File: config.mk
export PLATFORM = sky130hd
export DESIGN_NAME = klein96_serial_ctrl_flat
export DESIGN_NICKNAME = d
export VERILOG_FILES = /design/src/rtl/klein_pkg.sv /design/src/rtl/klein96_serial_ctrl_if.sv /design/src/rtl/klein_sel_rom.sv /design/src/rtl/klein96_serial_ctrl.sv /design/src/flat_wrapper.sv
export SDC_FILE = /design/constraint.sdc
export NUM_CORES = 1
export LEC_CHECK = 0
export CAP_MARGIN = 40
export CORE_ASPECT_RATIO = 1.2
export CORE_MARGIN = 4
export CORE_UTILIZATION = 40
export CTS_CLUSTER_SIZE = 30
export DETAILED_ROUTE_END_ITERATION = 16
export SETUP_SLACK_MARGIN = 0.3
export SYNTH_ARGS = -nofsm -noshare
export SYNTH_HDL_FRONTEND = slang
export SYNTH_SLANG_ARGS = --single-unit
File: constraint.sdc
create_clock -name ck -period 3.5 [get_ports ck]
set_clock_uncertainty 0.2 [all_clocks]
set_input_delay 0.875 -clock ck [delete_from_list [all_inputs] [get_ports ck]]
set_output_delay 0.875 -clock ck [all_outputs]
set_load 0.005 [all_outputs]
File: src/rtl/klein_pkg.sv
// KLEIN-96 serial controller shared definitions.
// Round geometry, FSM states and select-table constants.
package klein_pkg;

   localparam int NROUNDS = 20;
   localparam int NBYTES  = 12;
   localparam int RCYC    = 13;

   typedef enum logic [1:0] {
      IDLE  = 2'd0,
      LOAD  = 2'd1,
      ROUND = 2'd2,
      FINAL = 2'd3
   } state_t;

   // Byte positions within a round that steer the datapath.
   localparam logic [3:0] C_RCON  = 4'd0;
   localparam logic [3:0] C_KSB0  = 4'd2;
   localparam logic [3:0] C_KSB1  = 4'd3;
   localparam logic [3:0] C_FX0   = 4'd4;
   localparam logic [3:0] C_FX1   = 4'd7;
   localparam logic [3:0] C_SR    = 4'd6;
   localparam logic [3:0] C_MN0   = 4'd9;
   localparam logic [3:0] C_MN1   = 4'd10;
   localparam logic [3:0] C_MN2   = 4'd11;
   localparam logic [3:0] C_SPILL = 4'd12;

   localparam logic [0:3] SELS_SR  = 4'b1000;
   localparam logic [0:3] SELS_MN0 = 4'b0100;
   localparam logic [0:3] SELS_MN1 = 4'b0010;
   localparam logic [0:3] SELS_MN2 = 4'b0001;

   localparam logic [0:4] SELK_RC = 5'b00001;
   localparam logic [0:4] SELK_SB = 5'b10100;
   localparam logic [0:4] SELK_FX = 5'b01010;
   localparam logic [0:4] SELK_SP = 5'b00100;

endpackage

File: src/rtl/klein96_serial_ctrl_if.sv
// Control bundle between the KLEIN-96 sequencer and its datapath.
// master drives selects, slave (datapath/requester) drives start.
interface klein96_serial_ctrl_if;

   logic       start;
   logic       in_req;
   logic       round0;
   logic       round1;
   logic [0:4] round;
   logic [0:3] sels;
   logic [0:4] selk;
   logic       out_valid;
   logic       busy;
   logic       done;

   modport master (
      input  start,
      output in_req, round0, round1, round,
      output sels, selk, out_valid, busy, done
   );

   modport slave (
      output start,
      input  in_req, round0, round1, round,
      input  sels, selk, out_valid, busy, done
   );

endinterface

File: src/rtl/klein_sel_rom.sv
// Per-byte select decode for one KLEIN-96 round.
// Outputs are zero whenever phase is not a round.
module klein_sel_rom
   import klein_pkg::*;
(
   input  logic [3:0] c,
   input  logic       phase,
   output logic [0:3] sels,
   output logic [0:4] selk
);

   always_comb begin
      sels = '0;
      selk = '0;
      if (phase) begin
         unique case (1'b1)
            c == C_SR:  sels = SELS_SR;
            c == C_MN0: sels = SELS_MN0;
            c == C_MN1: sels = SELS_MN1;
            c == C_MN2: sels = SELS_MN2;
            default:    sels = '0;
         endcase
         unique case (1'b1)
            c == C_RCON:                 selk = SELK_RC;
            c == C_KSB0 || c == C_KSB1:  selk = SELK_SB;
            c >= C_FX0 && c <= C_FX1:    selk = SELK_FX;
            c == C_SPILL:                selk = SELK_SP;
            default:                     selk = '0;
         endcase
      end
   end

endmodule

File: src/rtl/klein96_serial_ctrl.sv
// Byte-serial KLEIN-96 sequencer: load, NROUNDS rounds, unload.
// Outputs are decoded from next-state and registered.
module klein96_serial_ctrl #(
   parameter int NROUNDS = klein_pkg::NROUNDS,
   parameter int NBYTES  = klein_pkg::NBYTES,
   parameter int RCYC    = klein_pkg::RCYC
) (
   input  logic                        ck,
   input  logic                        rst,
   klein96_serial_ctrl_if.master       b
);

   typedef klein_pkg::state_t state_t;

   localparam logic [3:0] CLAST = 4'(NBYTES - 1);
   localparam logic [3:0] CWRAP = 4'(RCYC - 1);
   localparam logic [4:0] RLAST = 5'(NROUNDS);

   state_t     st, st_n;
   logic [3:0] c, c_n;
   logic [4:0] r, r_n;
   logic       run_n, key_n, load_n;
   logic [0:3] sels_n;
   logic [0:4] selk_n;

   always_comb begin
      st_n = st;
      c_n  = c;
      r_n  = r;
      case (st)
         klein_pkg::IDLE: begin
            if (b.start) begin
               st_n = klein_pkg::LOAD;
               c_n  = '0;
            end
         end
         klein_pkg::LOAD: begin
            if (c == CLAST) begin
               st_n = klein_pkg::ROUND;
               c_n  = '0;
               r_n  = 5'd1;
            end else begin
               c_n = c + 4'd1;
            end
         end
         klein_pkg::ROUND: begin
            if (c == CWRAP) begin
               c_n = '0;
               if (r == RLAST) begin
                  st_n = klein_pkg::FINAL;
                  r_n  = '0;
               end else begin
                  r_n = r + 5'd1;
               end
            end else begin
               c_n = c + 4'd1;
            end
         end
         klein_pkg::FINAL: begin
            if (c == CLAST) begin
               st_n = klein_pkg::IDLE;
               c_n  = '0;
            end else begin
               c_n = c + 4'd1;
            end
         end
         default: begin
            st_n = klein_pkg::IDLE;
            c_n  = '0;
            r_n  = '0;
         end
      endcase
   end

   // Round 1 re-streams the key bytes alongside key injection.
   assign load_n = st_n == klein_pkg::LOAD;
   assign run_n  = st_n == klein_pkg::ROUND;
   assign key_n  = run_n && r_n == 5'd1 && c_n <= CLAST;

   klein_sel_rom u_rom (
      .c     (c_n),
      .phase (run_n),
      .sels  (sels_n),
      .selk  (selk_n)
   );

   always_ff @(posedge ck) begin
      if (rst) begin
         st          <= klein_pkg::IDLE;
         c           <= '0;
         r           <= '0;
         b.in_req    <= 1'b0;
         b.round0    <= 1'b0;
         b.round1    <= 1'b0;
         b.round     <= '0;
         b.sels      <= '0;
         b.selk      <= '0;
         b.out_valid <= 1'b0;
         b.busy      <= 1'b0;
         b.done      <= 1'b0;
      end else begin
         st          <= st_n;
         c           <= c_n;
         r           <= r_n;
         b.in_req    <= load_n || key_n;
         b.round0    <= load_n;
         b.round1    <= key_n;
         b.round     <= run_n ? r_n : 5'd0;
         b.sels      <= sels_n;
         b.selk      <= selk_n;
         b.out_valid <= st_n == klein_pkg::FINAL;
         b.busy      <= st_n != klein_pkg::IDLE;
         b.done      <= st == klein_pkg::FINAL &&
                        st_n == klein_pkg::IDLE;
      end
   end

endmodule
File: src/flat_wrapper.sv
// flat-port wrapper written by rule: the top's interface ports become plain ports
module klein96_serial_ctrl_flat 
#(
   parameter int NROUNDS = klein_pkg::NROUNDS,
   parameter int NBYTES  = klein_pkg::NBYTES,
   parameter int RCYC    = klein_pkg::RCYC
)
  (ck, rst, b_start, b_in_req, b_round0, b_round1, b_round, b_sels, b_selk, b_out_valid, b_busy, b_done);
  klein96_serial_ctrl_if b_i ();
  input  logic ck;
  input  logic rst;
  input wire logic [$bits(b_i.start)-1:0] b_start;
  output wire logic [$bits(b_i.in_req)-1:0] b_in_req;
  output wire logic [$bits(b_i.round0)-1:0] b_round0;
  output wire logic [$bits(b_i.round1)-1:0] b_round1;
  output wire logic [$bits(b_i.round)-1:0] b_round;
  output wire logic [$bits(b_i.sels)-1:0] b_sels;
  output wire logic [$bits(b_i.selk)-1:0] b_selk;
  output wire logic [$bits(b_i.out_valid)-1:0] b_out_valid;
  output wire logic [$bits(b_i.busy)-1:0] b_busy;
  output wire logic [$bits(b_i.done)-1:0] b_done;
  assign b_i.start = b_start;
  assign b_in_req = b_i.in_req;
  assign b_round0 = b_i.round0;
  assign b_round1 = b_i.round1;
  assign b_round = b_i.round;
  assign b_sels = b_i.sels;
  assign b_selk = b_i.selk;
  assign b_out_valid = b_i.out_valid;
  assign b_busy = b_i.busy;
  assign b_done = b_i.done;
  klein96_serial_ctrl #(.NROUNDS(NROUNDS), .NBYTES(NBYTES), .RCYC(RCYC)) u_core (.ck(ck), .rst(rst), .b(b_i));
endmodule
==> reports/qor.yml <==
slew_viol_final: 0
syn_nets: 169
max_transition_margin_pct: 62.4
io_buffers: 22
fin_cells: 217
hp-class: "reg -> reg"
dp_cells: 209
total_die_area_mm2: 0.00464
tritoncts_num_sinks: 30
synth_warnings: 0
placedInstanceArea_mm2: 0.00166
cp_slowest_cell: "clkdlybuf4s50_1"
power_per_standard_cell_area_mw_per_mm2: 399
antenna_found_initial: 0
grt_max_degree: 16
clock.fmax_mhz: 392
core_area_mm2: 0.00340
final_net_count: 190
critPathCaptureType: "flip-flop"
floorplan.initialDensity_pct: 42.5
finalHoldWorstSlack_ns: 0.419
power.static_leakage_nw: 0.614
drt-pass1-iter-count: 4
track_usage_pct: 15.2
root_buffer: "clkbuf_8"
diode_count: 0
tritoncts_clock_tree: "built"
finalWorstPathRequiredPeriod_ns: 2.55
report.final.setup_viol: 0
cts_inserted_buffers: 5
global_route.overflow_total: 0
remaining_drc_errors: 0
startpoint_type: "input pin"
post_synth_instance_area_mm2: 0.00144
critPathMaxStageDelay_ns: 0.44
cp_data_required_time_ns: 3.49
design.portCount: 23
cell_chain_critical_path: "clkdlybuf4s50_1, nor2b_1, a221o_1, o21ba_2, and2_1, nand2_1, nor4_1"
routed-via-count: 1180
grt_pass1_wl_um: 5440
synthCells: 158
clock_latency_ns: 0.28
layout.core_utilization_pct: 51.5
floorplan.rows: 23
fp.dieW_um: 62.8
unrepaired_setup_endpoints_after_global_routing: "false"
timing.setup.tns_ns: 0
run_status: "finished clean"
fin_crit_sh_pct: 72.9
via_count_of_the_first_global_routing_pass: 1184
routed_wire_length_per_instance_um: 14.7
ant_nets: 0
timing.max_cap.violations: 0
hold_buffers: 0
postCtsSetupRepairBufs: 0
criticalPathCategory: "in -> reg"
route.final.wire_length_um: 3190
hold_violations: 0
height_of_the_die_um: 73.8
critical_path_arrival_ns: 2.54
timing_worst_slew_pin_value_ns: 0.559
postSynthRegisterBits: 30
synth.distinct_cells: 46
detailed_place_hpwl_um: 2440
finished_layout_cell_area_mm2: 0.00175
max-vdd-ir-drop_mv: 0.265
vias_per_cell: 5.44
drt-initial-drc-count: 40
cts_htree_levels: 2
mostFrequentLayoutCells: "30 x dfxtp_1, 25 x nor2_1, 22 x clkdlybuf4s50_1"
cts_resized: 0
critical_path.max_fanout: 5
layout_commonest_cell: "dfxtp_1"
cts_max_path_buffers: 2
area_growth_syn_to_layout_pct: 21.3
post_route_cells_drive_above_1_share_pct: 10.6
cts.reportedPaths.clkPinSlew_ns: 0.07
gp_routability_congestion: 0.800
seq_area_frac_synth_pct: 41.6
postSynthAreaPerCell_um2: 9.13
synthesized netlist by cell type, drive strengths merged:
| master | instances | area (um2) |
|---|---|---|
| nor2b | 4 | 25.0 |
| o21ai | 2 | 10.0 |
| nor4 | 6 | 43.8 |
| a221o | 1 | 10.0 |
| o2111a | 1 | 11.3 |
| nand4b | 2 | 17.5 |
| nor4b | 1 | 15.0 |
| nand3b | 1 | 7.51 |
| or2 | 1 | 6.26 |
| buf | 4 | 35.0 |
| and3 | 2 | 12.5 |
| mux2i | 1 | 10.0 |
| o31ai | 2 | 20.0 |
| a21bo | 1 | 10.0 |
| or3 | 1 | 6.26 |
| o21a | 1 | 7.51 |
| o21ba | 1 | 10.0 |
| o22ai | 1 | 6.26 |
| nand3 | 8 | 45.0 |
| nor2 | 25 | 93.8 |
| inv | 8 | 30.0 |
| and4b | 3 | 30.0 |
| a21oi | 8 | 47.6 |
| ha | 8 | 100 |
| clkbuf | 4 | 18.8 |
| nor3 | 6 | 30.0 |
| a22oi | 1 | 7.51 |
| a2bb2oi | 2 | 41.3 |
| and2 | 2 | 12.5 |
| a32oi | 1 | 8.76 |
| o31a | 1 | 8.76 |
| and3b | 1 | 8.76 |
| nand2b | 2 | 12.5 |
| o21bai | 2 | 15.0 |
| a211oi | 3 | 22.5 |
| o221a | 1 | 11.3 |
| dfxtp | 30 | 601 |
| nand2 | 9 | 33.8 |
report_power, final:
| part | total (mW) | switching (mW) | internal [mW] |
|---|---|---|---|
| Combinational | 0.0604 | 0.0343 | 0.0260 |
| Sequential | 0.350 | 0.00302 | 0.347 |
| Clock | 0.288 | 0.131 | 0.158 |
layout make-up:
type | instances | area (um2)
clock buffers | 6 | 82.6
repair buffers | 22 | 220
multi-input cells | 112 | 758
fillers | 319 | 1650
well taps | 37 | 46.3
flip-flops and latches | 30 | 601
clock inverters | 2 | 12.5
inverters | 8 | 30.0
sequential cells by signal, summed over array words and instances (netlist names):
register	count
u_core.b.round0	1
u_core.b.out_valid	1
u_core.c	4
u_core.b.done	1
u_core.r	5
u_core.b.round1	1
u_core.b.selk	4
u_core.st	2
u_core.b.in_req	1
u_core.b.sels	4
u_core.b.round	5
u_core.b.busy	1
layer usage:
layer | up-vias | global-route usage, % | wire (um)
met5 | - | 0 | 0
met2 | 26 | 27.5 | 1660
met4 | 0 | 8.58 | 93
met3 | 9 | 5.81 | 134
li1 | 598 | - | -
met1 | 547 | 15.1 | 1300
kinds of logic after synthesis:
| family | Yosys count | synth area share [%] |
|---|---|---|
| AOI/OAI and AO/OA | 29 | 17.2 |
| DFF | 30 | 41.6 |
| adders and majority gates | 8 | 6.94 |
| and+or+nand+nor | 74 | 27.8 |
| muxes | 1 | 0.694 |
| buffers and inverters | 16 | 5.81 |
critical path: cells and delay by family:
| kind | cells | cell delay (ns) |
|---|---|---|
| simple gates | 4 | 0.78 |
| buf+inv | 1 | 0.44 |
| compound gates | 2 | 0.44 |
through the flow:
stage / setup WS (ns) / power (mW)
CTS: 0.935 / 0.709
global route: 0.749 / 0.737
finish: 0.949 / 0.699
detailed placement: 0.640 / 0.418
floorplan: 1.32 / 0.398
global placement: 0.732 / 0.417
final timing paths:
path | startpoint | end | slack [ns] | cells after the start
max | b_start | u_core.b.sels[0]$_SDFF_PP0_ | 0.95 | 7
min reg2reg | u_core.c[1]$_SDFF_PP0_ | u_core.c[1]$_SDFF_PP0_ | 0.42 | 2
min | u_core.c[1]$_SDFF_PP0_ | u_core.c[1]$_SDFF_PP0_ | 0.42 | 2
max reg2reg | u_core.st[1]$_SDFF_PP0_ | u_core.b.sels[0]$_SDFF_PP0_ | 1.00 | 8
Power figures use the tool's default switching activity.
